File: src/rtl/host_link_controller_pkg.sv
// Shared definitions for the host-side BIP link controller: state encodings,
// BIP command bytes and default widths.
package host_link_controller_pkg;

  localparam int unsigned CC_LENGTH_DEF      = 11;
  localparam int unsigned ACC_LENGTH_DEF     = 16;
  localparam int unsigned WORD_LENGTH_DEF    = 8;
  localparam int unsigned TIMEOUT_CYCLES_DEF = 2000000;
  localparam int unsigned TIMEOUT_LENGTH_DEF = 21;

  // Command bytes understood by the BIP-side responder
  localparam int unsigned BIP_RESET_CMD = 1;
  localparam int unsigned BIP_START_CMD = 2;

  // Opcode the BIP program ends on; the responder reports CC/ACC when it hits it
  localparam logic [4:0] BIP_HALT_OPCODE = 5'b00000;

  localparam int unsigned STATE_W = 8;

  typedef enum logic [STATE_W-1:0] {
    S_IDLE       = 8'b0000_0001,
    S_SEND_RESET = 8'b0000_0010,
    S_SEND_START = 8'b0000_0100,
    S_WAIT_CC_L  = 8'b0000_1000,
    S_WAIT_CC_H  = 8'b0001_0000,
    S_WAIT_ACC_L = 8'b0010_0000,
    S_WAIT_ACC_H = 8'b0100_0000,
    S_DONE       = 8'b1000_0000
  } state_e;

  localparam logic [STATE_W-1:0] WAIT_MASK = 8'b0111_1000;

  // True in any state that is waiting for a result byte from the responder
  function automatic logic is_wait_state(input state_e s);
    return |(s & WAIT_MASK);
  endfunction

endpackage

File: src/rtl/rise_edge_detect.sv
// Rising-edge detector: compares the input against its value one clock earlier.
module rise_edge_detect (
  input  logic clk,
  input  logic rst_n,
  input  logic sig,
  output logic rise_c
);

  logic sig_q;

  always_ff @(posedge clk or negedge rst_n) begin
    if (!rst_n) sig_q <= 1'b0;
    else        sig_q <= sig;
  end

  assign rise_c = sig & ~sig_q;

endmodule

File: src/rtl/host_link_controller.sv
// Host-side link controller: sends reset/start commands to the BIP over a UART,
// then collects the four-byte cycle-count/accumulator result with a timeout.
module host_link_controller
  import host_link_controller_pkg::*;
#(
  parameter int unsigned CC_LENGTH      = CC_LENGTH_DEF,
  parameter int unsigned ACC_LENGTH     = ACC_LENGTH_DEF,
  parameter int unsigned WORD_LENGTH    = WORD_LENGTH_DEF,
  parameter int unsigned RESET_CMD      = BIP_RESET_CMD,
  parameter int unsigned START_CMD      = BIP_START_CMD,
  parameter int unsigned TIMEOUT_CYCLES = TIMEOUT_CYCLES_DEF,
  parameter int unsigned TIMEOUT_LENGTH = TIMEOUT_LENGTH_DEF
) (
  input  logic                   i_clock,
  input  logic                   i_reset,
  input  logic                   i_run,
  input  logic                   i_tx_done,
  input  logic                   i_rx_done,
  input  logic [WORD_LENGTH-1:0] i_data_rx,
  output logic                   o_tx_start,
  output logic [WORD_LENGTH-1:0] o_data_tx,
  output logic                   o_busy,
  output logic                   o_result_valid,
  output logic [CC_LENGTH-1:0]   o_CC,
  output logic [ACC_LENGTH-1:0]  o_ACC,
  output logic                   o_error
);

  localparam int unsigned CC_HI_W  = CC_LENGTH - WORD_LENGTH;
  localparam int unsigned ACC_HI_W = ACC_LENGTH - WORD_LENGTH;
  localparam logic [TIMEOUT_LENGTH-1:0] TIMEOUT_LAST = TIMEOUT_LENGTH'(TIMEOUT_CYCLES - 1);

  state_e state, state_next;

  logic tx_rise_c, rx_rise_c;
  logic in_wait_c, expire_c;

  logic [TIMEOUT_LENGTH-1:0] timeout_cnt, timeout_cnt_d;
  logic                      tx_start_d;
  logic [WORD_LENGTH-1:0]    data_tx_d;
  logic                      busy_d, result_valid_d, error_d;
  logic [CC_LENGTH-1:0]      cc_d;
  logic [ACC_LENGTH-1:0]     acc_d;

  rise_edge_detect u_tx_edge (
    .clk    (i_clock),
    .rst_n  (i_reset),
    .sig    (i_tx_done),
    .rise_c (tx_rise_c)
  );

  rise_edge_detect u_rx_edge (
    .clk    (i_clock),
    .rst_n  (i_reset),
    .sig    (i_rx_done),
    .rise_c (rx_rise_c)
  );

  // A byte arriving in the expiry cycle takes priority over the timeout
  assign in_wait_c = is_wait_state(state);
  assign expire_c  = in_wait_c && !rx_rise_c && (timeout_cnt == TIMEOUT_LAST);

  always_ff @(posedge i_clock or negedge i_reset) begin
    if (!i_reset) state <= S_IDLE;
    else          state <= state_next;
  end

  always_comb begin
    state_next = state;
    case (state)
      S_IDLE:       if (i_run)     state_next = S_SEND_RESET;
      S_SEND_RESET: if (tx_rise_c) state_next = S_SEND_START;
      S_SEND_START: if (tx_rise_c) state_next = S_WAIT_CC_L;
      S_WAIT_CC_L: begin
        if (rx_rise_c)     state_next = S_WAIT_CC_H;
        else if (expire_c) state_next = S_IDLE;
      end
      S_WAIT_CC_H: begin
        if (rx_rise_c)     state_next = S_WAIT_ACC_L;
        else if (expire_c) state_next = S_IDLE;
      end
      S_WAIT_ACC_L: begin
        if (rx_rise_c)     state_next = S_WAIT_ACC_H;
        else if (expire_c) state_next = S_IDLE;
      end
      S_WAIT_ACC_H: begin
        if (rx_rise_c)     state_next = S_DONE;
        else if (expire_c) state_next = S_IDLE;
      end
      S_DONE:              state_next = S_IDLE;
      default:             state_next = S_IDLE;
    endcase
  end

  // Next values of the registered outputs; each transition updates them at the
  // same edge the state changes, so o_tx_start is high in the first cycle of a SEND state
  always_comb begin
    tx_start_d     = 1'b0;
    data_tx_d      = o_data_tx;
    busy_d         = o_busy;
    result_valid_d = o_result_valid;
    error_d        = o_error;
    cc_d           = o_CC;
    acc_d          = o_ACC;
    timeout_cnt_d  = '0;
    case (state)
      S_IDLE: begin
        if (i_run) begin
          tx_start_d     = 1'b1;
          data_tx_d      = WORD_LENGTH'(RESET_CMD);
          busy_d         = 1'b1;
          result_valid_d = 1'b0;
          error_d        = 1'b0;
          cc_d           = '0;
          acc_d          = '0;
        end
      end
      S_SEND_RESET: begin
        if (tx_rise_c) begin
          tx_start_d = 1'b1;
          data_tx_d  = WORD_LENGTH'(START_CMD);
        end
      end
      S_WAIT_CC_L, S_WAIT_CC_H, S_WAIT_ACC_L, S_WAIT_ACC_H: begin
        if (rx_rise_c) begin
          case (state)
            S_WAIT_CC_L:  cc_d[WORD_LENGTH-1:0]          = i_data_rx;
            S_WAIT_CC_H:  cc_d[CC_LENGTH-1:WORD_LENGTH]  = i_data_rx[CC_HI_W-1:0];
            S_WAIT_ACC_L: acc_d[WORD_LENGTH-1:0]         = i_data_rx;
            default: begin
              acc_d[ACC_LENGTH-1:WORD_LENGTH] = i_data_rx[ACC_HI_W-1:0];
              result_valid_d                  = 1'b1;
              busy_d                          = 1'b0;
            end
          endcase
        end else if (expire_c) begin
          error_d = 1'b1;
          busy_d  = 1'b0;
        end else begin
          timeout_cnt_d = timeout_cnt + TIMEOUT_LENGTH'(1);
        end
      end
      default: ;
    endcase
  end

  always_ff @(posedge i_clock or negedge i_reset) begin
    if (!i_reset) begin
      o_tx_start     <= 1'b0;
      o_data_tx      <= '0;
      o_busy         <= 1'b0;
      o_result_valid <= 1'b0;
      o_CC           <= '0;
      o_ACC          <= '0;
      o_error        <= 1'b0;
      timeout_cnt    <= '0;
    end else begin
      o_tx_start     <= tx_start_d;
      o_data_tx      <= data_tx_d;
      o_busy         <= busy_d;
      o_result_valid <= result_valid_d;
      o_CC           <= cc_d;
      o_ACC          <= acc_d;
      o_error        <= error_d;
      timeout_cnt    <= timeout_cnt_d;
    end
  end

endmodule

File: config.mk
export PLATFORM = sky130hd
export DESIGN_NAME = host_link_controller
export DESIGN_NICKNAME = d
export VERILOG_FILES = /design/src/rtl/host_link_controller_pkg.sv /design/src/rtl/rise_edge_detect.sv /design/src/rtl/host_link_controller.sv
export SDC_FILE = /design/constraint.sdc
export NUM_CORES = 1
export LEC_CHECK = 0
export ABC_AREA = 1
export CORE_MARGIN = 4
export CORE_UTILIZATION = 58
export CTS_CLUSTER_SIZE = 40
export DETAILED_ROUTE_END_ITERATION = 16
export GPL_TIMING_DRIVEN = 0
export PLACE_DENSITY = 0.87
export SLEW_MARGIN = 20
export SYNTH_ARGS = -nofsm -noshare
export SYNTH_HDL_FRONTEND = slang
export SYNTH_SLANG_ARGS = --single-unit
File: constraint.sdc
create_clock -name i_clock -period 4.7 [get_ports i_clock]
set_clock_uncertainty 0.2 [all_clocks]
set_input_delay 0.94 -clock i_clock [delete_from_list [all_inputs] [get_ports i_clock]]
set_output_delay 0.94 -clock i_clock [all_outputs]
set_load 0.01 [all_outputs]
* After elaboration in Yosys (flattened, before gate mapping)
Cells that the tools add are included.
** Storage, ports and cells
- Bits of input ports :: 13
- Logic and storage cells :: 94
- Register bits :: 70
- Output and inout bits :: 39
** Cells by class
- Equal/unequal tests :: 20
- Mux-type cells :: 40
- $add $sub $neg :: 1
- Reductions and logical operators :: 16
- Bitwise gates (word level) :: 4
** Operators with widths (number)
- $mux W8 :: 13
- $mux W21 :: 3
- $pmux W8 S7 :: 1
- $mux W16 :: 2
- $pmux W16 S2 :: 1
- $reduce_and A4 Y1 :: 6
- $mux W11 :: 2
- $pmux W11 S2 :: 1
- $add A21 B1 Y21 const B :: 1
- $eq A21 B21 Y1 const B :: 1
- $ne A2 B2 Y1 const B :: 10
- $pmux W8 S2 :: 1
- $mux W1 :: 11
- $eq A8 B1 Y1 const B :: 1
- $eq A8 B2 Y1 const B :: 1
- $eq A8 B3 Y1 const B :: 1
- $eq A8 B4 Y1 const B :: 1
- $eq A8 B5 Y1 const B :: 1
- $eq A8 B6 Y1 const B :: 1
- $eq A8 B7 Y1 const B :: 1
- $pmux W1 S2 :: 4
- $reduce_or A4 Y1 :: 2
- $ne A3 B3 Y1 const B :: 2
- $reduce_and A3 Y1 :: 2
- 7 further kinds :: 11

* Logic depth before layout (Yosys ltp)
Gate-level depths: netlist (run 1).
- Depth after elaboration :: 8
- Depth in mapped cells :: 11
- Depth with buffers taken out :: 10

* By module
Synthesis (run 1) repeated with hierarchy kept, for this count alone.
** Unflattened totals
- Cells, all modules :: 405
- Area, all modules :: 3499.6 um^2
** Modules (own cells, without submodules)
- host_link_controller :: instances 1, area each 3429.5 um^2, cells each 399, seq. area each 1552.7 um^2
- rise_edge_detect :: instances 2, area each 35.0 um^2, cells each 3, seq. area each 25.0 um^2

* Worst setup path after synthesis (run 1)
OpenSTA, ideal clock, no wires.
- Path type :: in2reg
- Start :: in i_rx_done
- End :: reg o_ACC[6]
- Required time :: 4.379 ns
- Buffers on the path :: 1
- Cell stages on the path :: 8
- Setup slack :: 2.571 ns
- Library setup time :: 0.121 ns
- Arrival time :: 1.808 ns
- Cell sequence :: inv_1 -> nor2_1 -> inv_1 -> o21ai_2 -> nand2_4 -> buf_6 -> nand2_2 -> o21ai_2
** Between the ends
- Cells in the longest elaborated chain, start to end :: 3
** Ends and longest elaborated chain
- start: declaration :: line host_link_controller.sv:18 : input logic i_rx_done,
- $and A1 B1 Y1 :: line rise_edge_detect.sv:16 : assign rise_c = sig & ~sig_q;
- $ne A2 B2 Y1 (no line)
- $reduce_and A4 Y1 (no line)
- end signal: assignment :: line host_link_controller.sv:154 : o_ACC <= '0;
- end signal: assignment :: line host_link_controller.sv:163 : o_ACC <= acc_d;
- end: declaration :: line host_link_controller.sv:25 : output logic [ACC_LENGTH-1:0] o_ACC,
Every way passes these cells.
A chain may end at the register's enable or synchronous reset.

* Worst setup path in the final report (run 1)
- Start :: in i_rx_done
- End :: reg o_CC[1]
** Between the ends
- Cells in the longest elaborated chain, start to end :: 3
** Ends and longest elaborated chain
- $and A1 B1 Y1 :: line rise_edge_detect.sv:16
- $ne A2 B2 Y1 (no line)
- $reduce_and A4 Y1 (no line)
- end signal: assignment :: line host_link_controller.sv:153 : o_CC <= '0;
- end signal: assignment :: line host_link_controller.sv:162 : o_CC <= cc_d;
- end: declaration :: line host_link_controller.sv:24 : output logic [CC_LENGTH-1:0] o_CC,
Every way passes these cells.

==> results by stage, run 1 <==
Outcome:
- The flow ran to the end, and the final reports show no timing, DRC or antenna violations.

Drt:
- In this run the remaining antenna-violating nets after routing total 0.
- The total number of vias is 2603.
- The routed design has roughly 7400 microns of wire.
- The detailed router finished its first iteration with 190 violations.
- The first detailed-routing pass ran for 6 iterations.
- The average vias per placed instance is ~5.2.
- After detailed routing, the average wire length per cell comes to 14.7 microns.
- The number of remaining DRC errors is 0.

CTS:
- The buffer levels on the longest clock path is 2.
- Clock tree synthesis inserted a total of 9 buffers.
- After clock tree synthesis, the clock-pin slew on the worst setup and hold paths is 70 ps.
- After clock tree synthesis, the setup repair step added 0 buffers.
- CTS built an H-tree with a depth of 3.
- The post-cts sizing count is 0.
- The number of hold-repair buffers added at the cts stage is 0.
- The clock tree root buffer cell is sky130_fd_sc_hd__clkbuf_8.
- TritonCTS built the clock tree.
- Clock latency on the worst-skew pair, taken at its later pin, is approximately 340 ps.
- The number of clock sinks seen by CTS is 64.

Placement:
- The wire-length estimate of the detail-placed layout is 5240 microns.
- At the placement stage, the worst setup path has a slack of roughly 1800 ps.
- The global placer's final weighted congestion is 0.849.
- Port buffering added 45 buffers.

Setup path:
- At the worst endpoint, the required time is 4730 ps.
- The category of the worst setup path launch point is a primary input.
- STA puts the critical path data arrival time at 2650 ps.
- The highest net fanout along the worst path is 10.
- The type of element capturing the critical path is a flop.
- The worst-case reg-to-reg path depth is 10.
- The worst setup path is of the in -> reg kind.

Die:
- In this run the count of I/O pins placed on the die edge is 52.
- The placeable core region is 5270 sq um.
- The floorplan step defined a die boundary enclosing 6850 sq um.
- The die extent in x is 82.8 microns.
- Measured along the y axis, the die boundary spans approximately 83 microns.
- The initial utilization of the core area, before any placement, comes to between 60% and 70%.
- The number of core rows is 26.

Cells and area:
- In the final layout, the share of cells above drive strength 1 is 20.8%.
- The area used by sequential logic in the layout is 1600 sq um.
- The number of filler instances in the final layout is 376.
- The net count of the finished layout is 442.
- Compared with the post-synthesis result, the final layout area differs by 25.0%.
- The count of inserted antenna diode cells is 0.
- The multi-input gate area in the final layout is roughly 1400 sq um.

Synth:
- After synthesis, the cell types taking the most area are sky130_fd_sc_hd__dfrtp_1, sky130_fd_sc_hd__nand2_1, sky130_fd_sc_hd__o21ai_2.
- Synthesis produced a netlist whose cell count is 366.
- The sequential-to-total area share from yosys stat is 49.4%.
- In this run, synthesis inferred 0 flip-flops with an integrated enable.
- After synthesis the cells add up to between 3000 and 4000 sq um.
- The area share of the largest cell type after synthesis is 48.6%.
- The largest total area in the synthesized netlist belongs to sky130_fd_sc_hd__dfrtp_1.
- The average instance in the mapped netlist occupies 8.86 sq um.
- In the synthesized netlist the async set-or-reset flop fraction comes to 100%.
- The commonest register cell after synthesis is sky130_fd_sc_hd__dfrtp_1.
- Counting flops and latches in the post-synthesis netlist gives 64.
- The count of distinct cell types in the synthesized netlist is 33.
- The number of warnings reported in the yosys synthesis log is 0.

GRT:
- The maximum number of pins on one net before global-route repair is 42.
- Across every metal layer, demand over resource in global routing totals 23.7%.
- The met1 demand-to-capacity share in global routing is 28.7%.
- The first global-routing pass estimated 12100 microns of wire.
- The layer with the highest usage after global routing is met2.
- For this run, global-route usage on met2 was measured as 39.2%.
- After global routing the overflow that remains totals 0.
- The number of antenna violations at the first check in global routing is 0.
- The met3 global-route usage is 8.03%.
- The number of global-route vias before repair is about 2700.

Job:
- The number of max-cap violations is 0.

Pwr:
- The power after layout is 1.48 mW.
- The worst voltage drop across the vdd grid is 0.226 mV.
- The leakage power is 1.76 nW.
- For this design the ratio of total power to cell area is between 300 and 400 nW/um^2.

Timing:
- Setup slack closes at 2080 ps.
- Setup violations remaining at the end of the flow were counted as 0.
- The final period demand of the worst path is 2620 ps.
- Of the available clock period, the critical path in the final layout requires 55.7%.
- The count of endpoints failing hold in the final timing report came to 0.
- Setup repair after global routing left no endpoint under its margin.
- Summed over all failing endpoints, the final setup total negative slack is 0 ps.
- The final-report max-slew violation count is 0.
- The achievable frequency is around 380 MHz.

Min path:
- The classification of the worst-slack hold path is reg -> reg.
- The instance count along the most critical hold path is 1.
critical path, stage by stage:
cell and delay, ps:
sky130_fd_sc_hd__clkdlybuf4s50_1 470, sky130_fd_sc_hd__inv_1 40, sky130_fd_sc_hd__nor2_1 280, sky130_fd_sc_hd__inv_1 270, sky130_fd_sc_hd__o21ai_2 250, sky130_fd_sc_hd__nand2_4 110
sky130_fd_sc_hd__buf_6 170, sky130_fd_sc_hd__nand2_2 70, sky130_fd_sc_hd__o21ai_2 40
report_power, final:
part	total (mW)	internal (mW)	switching [mW]
clock	0.568	0.365	0.204
sequential	0.602	0.584	0.0182
combinational	0.314	0.119	0.195
cell usage after synthesis (all sizes together), types with 2 or more instances:
library cell and number:
nor3 10, nand3 14, a31oi 4, nand4 5, o22ai 2, inv 42, o21ai 36, dfrtp 63
nor2 60, xor2 6, nor3b 2, a21oi 5, nand2 99, buf 12
registers in the layout, summed over array words and instances (netlist names), 2 cells and up:
register,count
o_data_tx,2
o_ACC,16
o_CC,11
state,8
timeout_cnt,21
placed cells by master, fill, tap and decap left out, types with 4 or more instances in the layout:
cell                              synthesis  final
sky130_fd_sc_hd__buf_4                    6      7
sky130_fd_sc_hd__o21ai_0                 11     11
sky130_fd_sc_hd__clkdlybuf4s50_1          0     44
sky130_fd_sc_hd__nor3_2                   5      5
sky130_fd_sc_hd__nor2_1                  50     50
sky130_fd_sc_hd__clkbuf_8                 0     10
sky130_fd_sc_hd__nand4_1                  5      5
sky130_fd_sc_hd__nor2_2                   5      5
sky130_fd_sc_hd__nand2_2                 13     13
sky130_fd_sc_hd__conb_1                   1      6
sky130_fd_sc_hd__a31oi_1                  4      4
sky130_fd_sc_hd__xor2_1                   6      6
sky130_fd_sc_hd__inv_1                   41     41
sky130_fd_sc_hd__nor2_4                   5      5
sky130_fd_sc_hd__buf_6                    5      5
sky130_fd_sc_hd__a21oi_1                  5      5
sky130_fd_sc_hd__o21ai_2                 24     24
sky130_fd_sc_hd__nand3_1                 11     11
sky130_fd_sc_hd__dfrtp_1                 63     63
sky130_fd_sc_hd__nor3_1                   5      5
sky130_fd_sc_hd__nand2_1                 82     82
stage by stage:
stage	util, %	std cells	hold slack (ps)	instance area (sq um)
after CTS	76.9	502	270	4050
after global routing	76.9	502	287	4050
after floorplan	-	371	233	3260
after detailed placement	72.4	487	261	3820
after global placement	72.1	486	248	3800
final	76.9	502	265	4050
cell type report:
type	instances	area share, %
Tap cell	70	2.16
Multi-Input combinational cell	253	34.4
Inverter	42	3.89
Sequential cell	64	39.6
Clock buffer	12	3.58
Timing Repair Buffer	46	11.6
Buffer	12	2.63
Clock inverter	3	2.22
routing by layer:
metal | up-vias | wire [microns]
met5 | - | 0
met3 | 12 | 527
li1 | 1269 | -
met2 | 107 | 3770
met1 | 1215 | 2950
met4 | 0 | 110
logic make-up (layout without fill, tap and decap cells):
family / Yosys count / in the layout / share of synthesized area (%)
AOI/OAI and AO/OA: 48 / 48 / 10.5
and+or+nand+nor: 191 / 191 / 29.5
DFF: 64 / 64 / 49.4
buffers and inverters: 54 / 115 / 8.14
adders and majority gates: 1 / 1 / 0.386
other: 1 / 6 / 0.116
xor gates and xnor gates: 7 / 7 / 1.89
path summary, 6_finish.rpt:
path	from	endpoint	slack (ps)
max	i_rx_done	o_CC[1]$_DFFE_PN0P_	2080
min	timeout_cnt[0]$_DFF_PN0_	timeout_cnt[0]$_DFF_PN0_	260
max reg2reg	timeout_cnt[0]$_DFF_PN0_	timeout_cnt[18]$_DFF_PN0_	2640
min reg2reg	timeout_cnt[0]$_DFF_PN0_	timeout_cnt[0]$_DFF_PN0_	260
max in group asynchronous	i_reset	o_ACC[10]$_DFFE_PN0P_	3490
min in group asynchronous	i_reset	timeout_cnt[14]$_DFF_PN0_	300
Note: power is estimated with default switching activity, not from simulation.
==> inputs of run 2 (changes only) <==
--- a/config.mk
+++ b/config.mk
@@ -7,11 +7,11 @@
 export LEC_CHECK = 0
 export ABC_AREA = 1
 export CORE_MARGIN = 4
-export CORE_UTILIZATION = 58
+export CORE_UTILIZATION = 53
 export CTS_CLUSTER_SIZE = 40
 export DETAILED_ROUTE_END_ITERATION = 16
 export GPL_TIMING_DRIVEN = 0
-export PLACE_DENSITY = 0.87
+export PLACE_DENSITY = 0.8
 export SLEW_MARGIN = 20
 export SYNTH_ARGS = -nofsm -noshare
 export SYNTH_HDL_FRONTEND = slang
==> constraint.sdc (replaced) <==
create_clock -name i_clock -period 2.7 [get_ports i_clock]
set_clock_uncertainty 0.2 [all_clocks]
set_input_delay 0.54 -clock i_clock [delete_from_list [all_inputs] [get_ports i_clock]]
set_output_delay 0.54 -clock i_clock [all_outputs]
set_load 0.01 [all_outputs]
==> run 2 against run 1 <==
Against the previous run: sequential power is 74% higher; global-route usage decreased by 3.2 points; non-clock buffer count up 1; core utilization is 8.1 points lower; final cell count is 1.4% higher; clock-buffer cell count fell by 2; critical path depth is the same; sequential cell count stayed put; power up 71%; worst hold slack improved by 11 ps; via count fell by 3.4%; worst setup slack got worse by 1500 ps.
==> results by stage, run 2 (synthesized netlist as in run 1, its figures left out) <==
GRT:
- In this run the most used layer during global routing was met2.
- The number of global-route vias before repair is 2683.
- Global routing consumed, on the met3 layer, 7.70% of the routing resources.
- In the global route stage, overall resource usage came out at 20.5%.
- The maximum number of pins on one net before global-route repair is 45.
- The met1 demand-to-capacity share in global routing is 25.2%.
- For met2 alone, demand over resource in global routing was 34.1%.
- The wire length of the first global-routing pass is 12100 microns.
- The total overflow left after global routing is 0.
- The number of antenna violations at the first check in global routing is 0.

Setup path:
- Measured in cells, the most critical reg-to-reg path has a length of 10.
- The critical path required time is 2730 ps.
- The setup path with the least slack is of type in -> reg.
- In this run the critical register-to-register path is launched from timeout_cnt[0]$_DFF_PN0_.
- Following the worst setup path forward leads to its endpoint at o_ACC[6]$_DFFE_PN0P_.
- The worst setup path is captured at a flop.
- The worst path arrival time is 2180 ps.
- The worst register-to-register path ends at timeout_cnt[18]$_DFF_PN0_.
- The setup check on the worst reg-to-reg path leaves a slack of 690 ps.
- The most critical setup path has its startpoint at i_rx_done.
- In this run the worst path has a maximum fanout of 10.
- STA classifies the critical path startpoint as a primary input.

Timing:
- The period utilization is about four fifths.
- The final period demand of the worst path is 2150 ps.
- The achievable frequency is around 470 MHz.
- The least setup slack across all paths after layout is 555 ps.
- The count of endpoints failing hold in the final timing report is 0.
- Setup repair after global routing left no endpoint under its margin.
- The final-report max-slew violation count is 0.
- The final number of setup-violating endpoints is 0.

Cells and area:
- The post-route netlist has 21.4% of its cells at a drive strength greater than 1.
- At the end of the flow, the number of nets in the layout was about 440.
- The register with the most flip-flops in the layout has 21 of them.
- After filler insertion, the fill cell instance count of the layout stands at 487.
- In the layout the commonest cells are sky130_fd_sc_hd__nand2_1, sky130_fd_sc_hd__dfrtp_1, sky130_fd_sc_hd__nor2_1.
- In the final layout, flip-flops and latches occupy ~1600 sq um.
- The number of antenna diodes in the final layout is 0.
- Ranked by flip-flop count, first place goes to timeout_cnt.
- The relative area change from synthesis to final layout is 25.5%.
- The multi-input gate area in the final layout is 1390 sq um.
- The most common library cell in the layout ignoring fill and taps is sky130_fd_sc_hd__nand2_1.
- The finished cells cover 4070 sq um.
- Once layout is complete, the utilization of the core stands at between 60% and 70%.
- In the final layout, the registers with the most flip-flops are timeout_cnt (21), o_ACC (16), o_CC (11).

Placement:
- At the placement stage, the worst setup path has a slack of 182 ps.
- The sum of net half-perimeters after detailed placement is 4890 microns.
- Input and output buffers added on the ports amount to 45.
- Summing all placed instances gives a cell area of 3830 sq um.
- Routability-driven placement finished with a final weighted congestion of 0.820.

Drt:
- The number of antenna-violating nets in the routed design is 0.
- The average vias per placed instance is 4.94.
- The detailed router finished its first iteration with 137 violations.
- After detailed routing, the number of remaining DRC violations is 0.
- The wire length per cell is 13.4 microns.
- The routed design has 6820 microns of wire.
- The first-pass iteration count of the detailed router is 4.
- Across all layers, the routed design uses 2515 vias.

Die:
- Measured along the y axis, the die boundary spans 86.2 microns.
- The boundary pin count is 52.
- The number of core rows is 28.
- Once the floorplan was initialized, standard cells occupied 54.8% of the core.
- The die extent in x is roughly 86 microns.
- The area of the die is between 7000 and 8000 sq um.
- In this run the standard cell core region covers 5920 sq um.

CTS:
- The CTS H-tree depth is 3.
- The number of buffers added by the clock tree synthesis step is 9.
- The number of buffers inserted to repair setup after CTS is 0.
- The longest clock path from root to sink contains 2 buffers.
- The clock tree from TritonCTS is yes.
- At the later pin of the worst-skew pair, clock insertion delay measures 350 ps.
- The number of clock sinks seen by CTS is 64.
- The clock transition at the registers of the reported paths is 70 ps.
- The cell sitting at the root of the clock tree is a sky130_fd_sc_hd__clkbuf_8.

Outcome:
- The run finished with clean final reports.

Pwr:
- VDD sags by at most 0.490 mV.
- The leakage power is 1.76 nW.
- The power density relative to cell area is 623 nW/um^2.

Job:
- The number of max-cap violations is 0.

Min path:
- The classification of the worst-slack hold path is reg -> reg.
==> run 2: metrics by stage <==
stage	TNS, ps	power (mW)	hold slack (ps)	std cells
after floorplan	0	1.42	44.4	371
after global placement	-79020	1.59	255	491
after detailed placement	0	1.61	252	492
after CTS	0	2.56	277	509
after global routing	0	2.66	297	509
final	0	2.54	276	509
==> run 2: critical path, cell delays in order <==
cell and delay (ps):
sky130_fd_sc_hd__clkdlybuf4s50_1 470, sky130_fd_sc_hd__inv_1 40, sky130_fd_sc_hd__nor2_1 260, sky130_fd_sc_hd__inv_1 260, sky130_fd_sc_hd__o21ai_2 210, sky130_fd_sc_hd__nand2_4 110, sky130_fd_sc_hd__buf_6 170, sky130_fd_sc_hd__nand2_2 60
sky130_fd_sc_hd__o21ai_2 40
==> run 2: power by group <==
| group | internal [mW] | leakage (nW) | switching (mW) |
|---|---|---|---|
| Combinational | 0.209 | 0.775 | 0.333 |
| Sequential | 1.02 | 0.876 | 0.0318 |
| Clock | 0.548 | 0.109 | 0.399 |
==> run 2: area by class of cell <==
| cell class | count | share of cell area, % |
|---|---|---|
| Timing Repair Buffer | 47 | 11.9 |
| Buffer | 12 | 2.61 |
| Multi-Input combinational cell | 253 | 34.2 |
| Tap cell | 75 | 2.31 |
| Sequential cell | 64 | 39.4 |
| Inverter | 42 | 3.87 |
| Clock buffer | 10 | 3.38 |
| Clock inverter | 6 | 2.27 |
==> run 2: worst min-delay path by stage <==
| stage | startpoint | to | slack [ps] | cells after the start |
|---|---|---|---|---|
| after floorplan | i_reset | o_ACC[0]$_DFFE_PN0P_ | 40 | 0 |
| after global placement | timeout_cnt[0]$_DFF_PN0_ | timeout_cnt[0]$_DFF_PN0_ | 250 | 1 |
| after detailed placement | i_reset | o_ACC[6]$_DFFE_PN0P_ | 250 | 1 |
| after CTS | timeout_cnt[0]$_DFF_PN0_ | timeout_cnt[0]$_DFF_PN0_ | 280 | 1 |
| after global routing | timeout_cnt[0]$_DFF_PN0_ | timeout_cnt[0]$_DFF_PN0_ | 300 | 1 |
| final | timeout_cnt[0]$_DFF_PN0_ | timeout_cnt[0]$_DFF_PN0_ | 280 | 1 |
==> run 2: repair_timing <==
action / CTS / global route
hold buffers: 1 / 0
gates resized for setup: 0 / 0
endpoints found under the hold margin: 20 / 0
==> run 2: routing by layer <==
metal	part of all wire, %	vias to the layer above	wire (microns)
met2	50	42	3400
met1	44	1192	3010
met5	0	-	0
li1	-	1277	-
met3	5.5	4	377
met4	0.53	0	36
==> inputs of run 3 (changes only) <==
==> constraint.sdc (replaced) <==
create_clock -name i_clock -period 2.07 [get_ports i_clock]
set_clock_uncertainty 0.2 [all_clocks]
set_input_delay 0.414 -clock i_clock [delete_from_list [all_inputs] [get_ports i_clock]]
set_output_delay 0.414 -clock i_clock [all_outputs]
set_load 0.01 [all_outputs]
==> run 3 against run 2 <==
Against the previous run: highest routed layer unchanged; combinational power is 31% higher; die area unchanged; critical path type unchanged; critical endpoint unchanged; first-iteration DRC count is 1.5% lower; clock-buffer cell count unchanged; final cell count stayed put; worst setup slack worse by 430 ps; global-route usage unchanged.
==> results by stage, run 3 (synthesized netlist as in run 1, its figures left out) <==
Outcome:
- The flow ran to the end, and the final reports show no timing, DRC or antenna violations.

Setup path:
- The worst register-to-register path has a depth of 10.
- The worst path arrival time is 1980 ps.
- Of all nets on the critical path, the largest fanout is 10.
- The startpoint identified for the worst register-to-register timing path is state[0]$_DFFE_PN1P_.
- STA classifies the critical path startpoint as a primary input.
- The endpoint identified for the worst register-to-register timing path is o_ACC[11]$_DFFE_PN0P_.
- The setup path with the least slack is of type in -> reg.
- The worst-case register-to-register setup slack is ~160 ps.
- The type of element capturing the critical path is a flop.
- For the worst setup path, the data required time is about 2100 ps.

Placement:
- After legalization and detailed placement, the total HPWL measured 4890 microns.
- The pre-CTS setup slack is -322 ps.
- The global placer's final weighted congestion is roughly 0.82.
- After detailed placement, the total cell area comes to 3830 sq um.
- The count of buffers added on input and output ports is 45.
- Counting tap cells, the placed design contains a total of 492 instances.

Pwr:
- Sequential cells account for 41.3% of the total power.
- The power after layout is 3.31 mW.
- The leakage power is 1.75 nW.
- For this design the total switching power over the nets is 997 uW.
- Cell internal power was estimated by the tool at between 2 and 2.5 mW.
- The net switching fraction of the power is 30.1%.
- Dividing total power by cell area gives a power density of 810 nW/um^2.
- The worst voltage drop across the vdd grid is 0.640 mV.
- Combinational logic is responsible for between 20% and 30% of the overall power.
- Per report_power, the clock group accounts for 37.3% of the total.

Cells and area:
- The finished layout holds ~510 standard cells, fillers aside.
- In the layout the commonest cells are sky130_fd_sc_hd__nand2_1, sky130_fd_sc_hd__dfrtp_1, sky130_fd_sc_hd__nor2_1.
- The count of inserted antenna diode cells is 0.
- The register with the most flip-flops in the layout has 21 of them.
- Relative to the synthesized area, the layout overhead comes to 25.9%.
- The largest register by flop count is timeout_cnt.
- The net count of the finished layout is 443.
- Cells with a size suffix above 1 make up 22.8% of the layout.
- For this run, the share of the core covered by cells in the final layout is 69.0%.
- In the final layout, the registers with the most flip-flops are timeout_cnt (21), o_ACC (16), o_CC (11).
- The cell area after layout is between 4000 and 5000 sq um.
- The most common library cell in the layout ignoring fill and taps is sky130_fd_sc_hd__nand2_1.
- The number of filler instances in the final layout is 486.

Drt:
- The average vias per placed instance is ~5.
- For this block, the initial DRC count from the detailed router was 135.
- The total number of vias is 2539.
- Summed over all layers, the routed wires come to 6860 microns.
- The number of remaining DRC errors is 0.
- The wire length per cell is 13.5 microns.
- The first-pass iteration count of the detailed router is 6.
- Once detail routing completed, the nets flagged for antenna violations numbered 0.

GRT:
- Entering global routing, the biggest net connects 45 pins.
- The number of antenna violations at the first check in global routing is 0.
- The residual overflow from global routing is 0.
- Global routing consumed, over all layers together, 20.5% of the routing resources.
- The first global-routing pass estimated roughly 12000 microns of wire.
- The number of global-route vias before repair is 2683.

Die:
- The area of the die is between 7000 and 8000 sq um.
- The core region is between 5000 and 6000 sq um.
- The die extent in x is 86.2 microns.
- The floorplan has 28 rows.
- Pin placement for this block handled 52 I/O pins.
- From bottom edge to top edge, the die measures 86.2 microns.
- The starting density of the core is 54.8%.

Min path:
- The source of the worst hold timing path is timeout_cnt[0]$_DFF_PN0_.
- The classification of the worst-slack hold path is reg -> reg.
- The hold path endpoint is timeout_cnt[0]$_DFF_PN0_.
- Along the worst hold path, the cell count comes to 1.

Timing:
- The period utilization is roughly 94%.
- The final-report max-slew violation count is 0.
- The worst path needs 1950 ps of the cycle, external delays included.
- Final hold analysis gives a worst-case slack of 280 ps.
- The achievable frequency is 514 MHz.
- For the final routed database, the setup TNS stands at 0 ps.
- The final number of setup-violating endpoints is 0.
- The count of endpoints failing hold in the final timing report is 0.
- The least setup slack across all paths after layout is between 100 and 150 ps.

CTS:
- The buffer levels on the longest clock path is 2.
- After clock tree synthesis, the clock-pin slew on the worst setup and hold paths is 70 ps.
- TritonCTS built the clock tree.
- The number of clock sinks seen by CTS is 64.
- The number of buffers added by the clock tree synthesis step is 9.
- The insertion delay to the later sink of the worst-skew pair is 350 ps.
- In this run the post-CTS setup repair buffer count came out at 0.
- CTS built an H-tree with a depth of 3.
- Clock tree synthesis selected as its root buffer the cell sky130_fd_sc_hd__clkbuf_8.

Job:
- The number of max-cap violations is 0.
[run 3: layout make-up]
cell class	instances	area, sq um	share of cell area, %
clock buffer	10	138	3.37
inverter	42	158	3.86
timing repair buffer	47	485	11.9
multi-input combinational	253	1410	34.4
tap	75	93.8	2.30
clock inverter	6	92.6	2.27
sequential	64	1600	39.3
buffer	12	106	2.60
[run 3: layer usage]
layer,vias to the layer above,track usage (%),wire (microns)
li1,1281,-,-
met1,1204,25.2,3000
met2,48,34.1,3410
met3,6,7.70,402
met4,0,5.38,46
met5,-,0,0
[run 3: worst max path at each step]
stage / start / to / slack (ps)
finish: i_rx_done / o_ACC[6]$_DFFE_PN0P_ / 120
global route: timeout_cnt[0]$_DFF_PN0_ / timeout_cnt[18]$_DFF_PN0_ / -0.6
CTS: i_rx_done / o_ACC[6]$_DFFE_PN0P_ / 40
detailed placement: i_rx_done / o_CC[0]$_DFFE_PN0P_ / -320
global placement: i_reset / u_tx_edge.sig_q$_DFF_PN0_ / -1750
floorplan: state[0]$_DFFE_PN1P_ / o_ACC[11]$_DFFE_PN0P_ / 290
[run 3: power groups by stage]
stage	clock network, mW	registers [mW]	logic (mW)
final	1.23	1.37	0.708
after global routing	1.31	1.37	0.781
after CTS	1.26	1.37	0.717
after detailed placement	0	1.39	0.711
after global placement	0	1.39	0.692
after floorplan	0	1.41	0.446
[run 3: critical path, cell delays in order]
cell and delay [ps]:
sky130_fd_sc_hd__clkdlybuf4s50_1 470, sky130_fd_sc_hd__inv_1 40, sky130_fd_sc_hd__nor2_1 300, sky130_fd_sc_hd__inv_2 190
sky130_fd_sc_hd__o21ai_2 190, sky130_fd_sc_hd__nand2_4 110, sky130_fd_sc_hd__buf_6 170, sky130_fd_sc_hd__nand2_2 60
sky130_fd_sc_hd__o21ai_2 40
[run 3: what timing repair did]
action                     in CTS  in global routing
hold endpoints to repair       20                  0
hold buffers                    1                  0
setup endpoints to repair       0                 31
resized for setup               0                  6
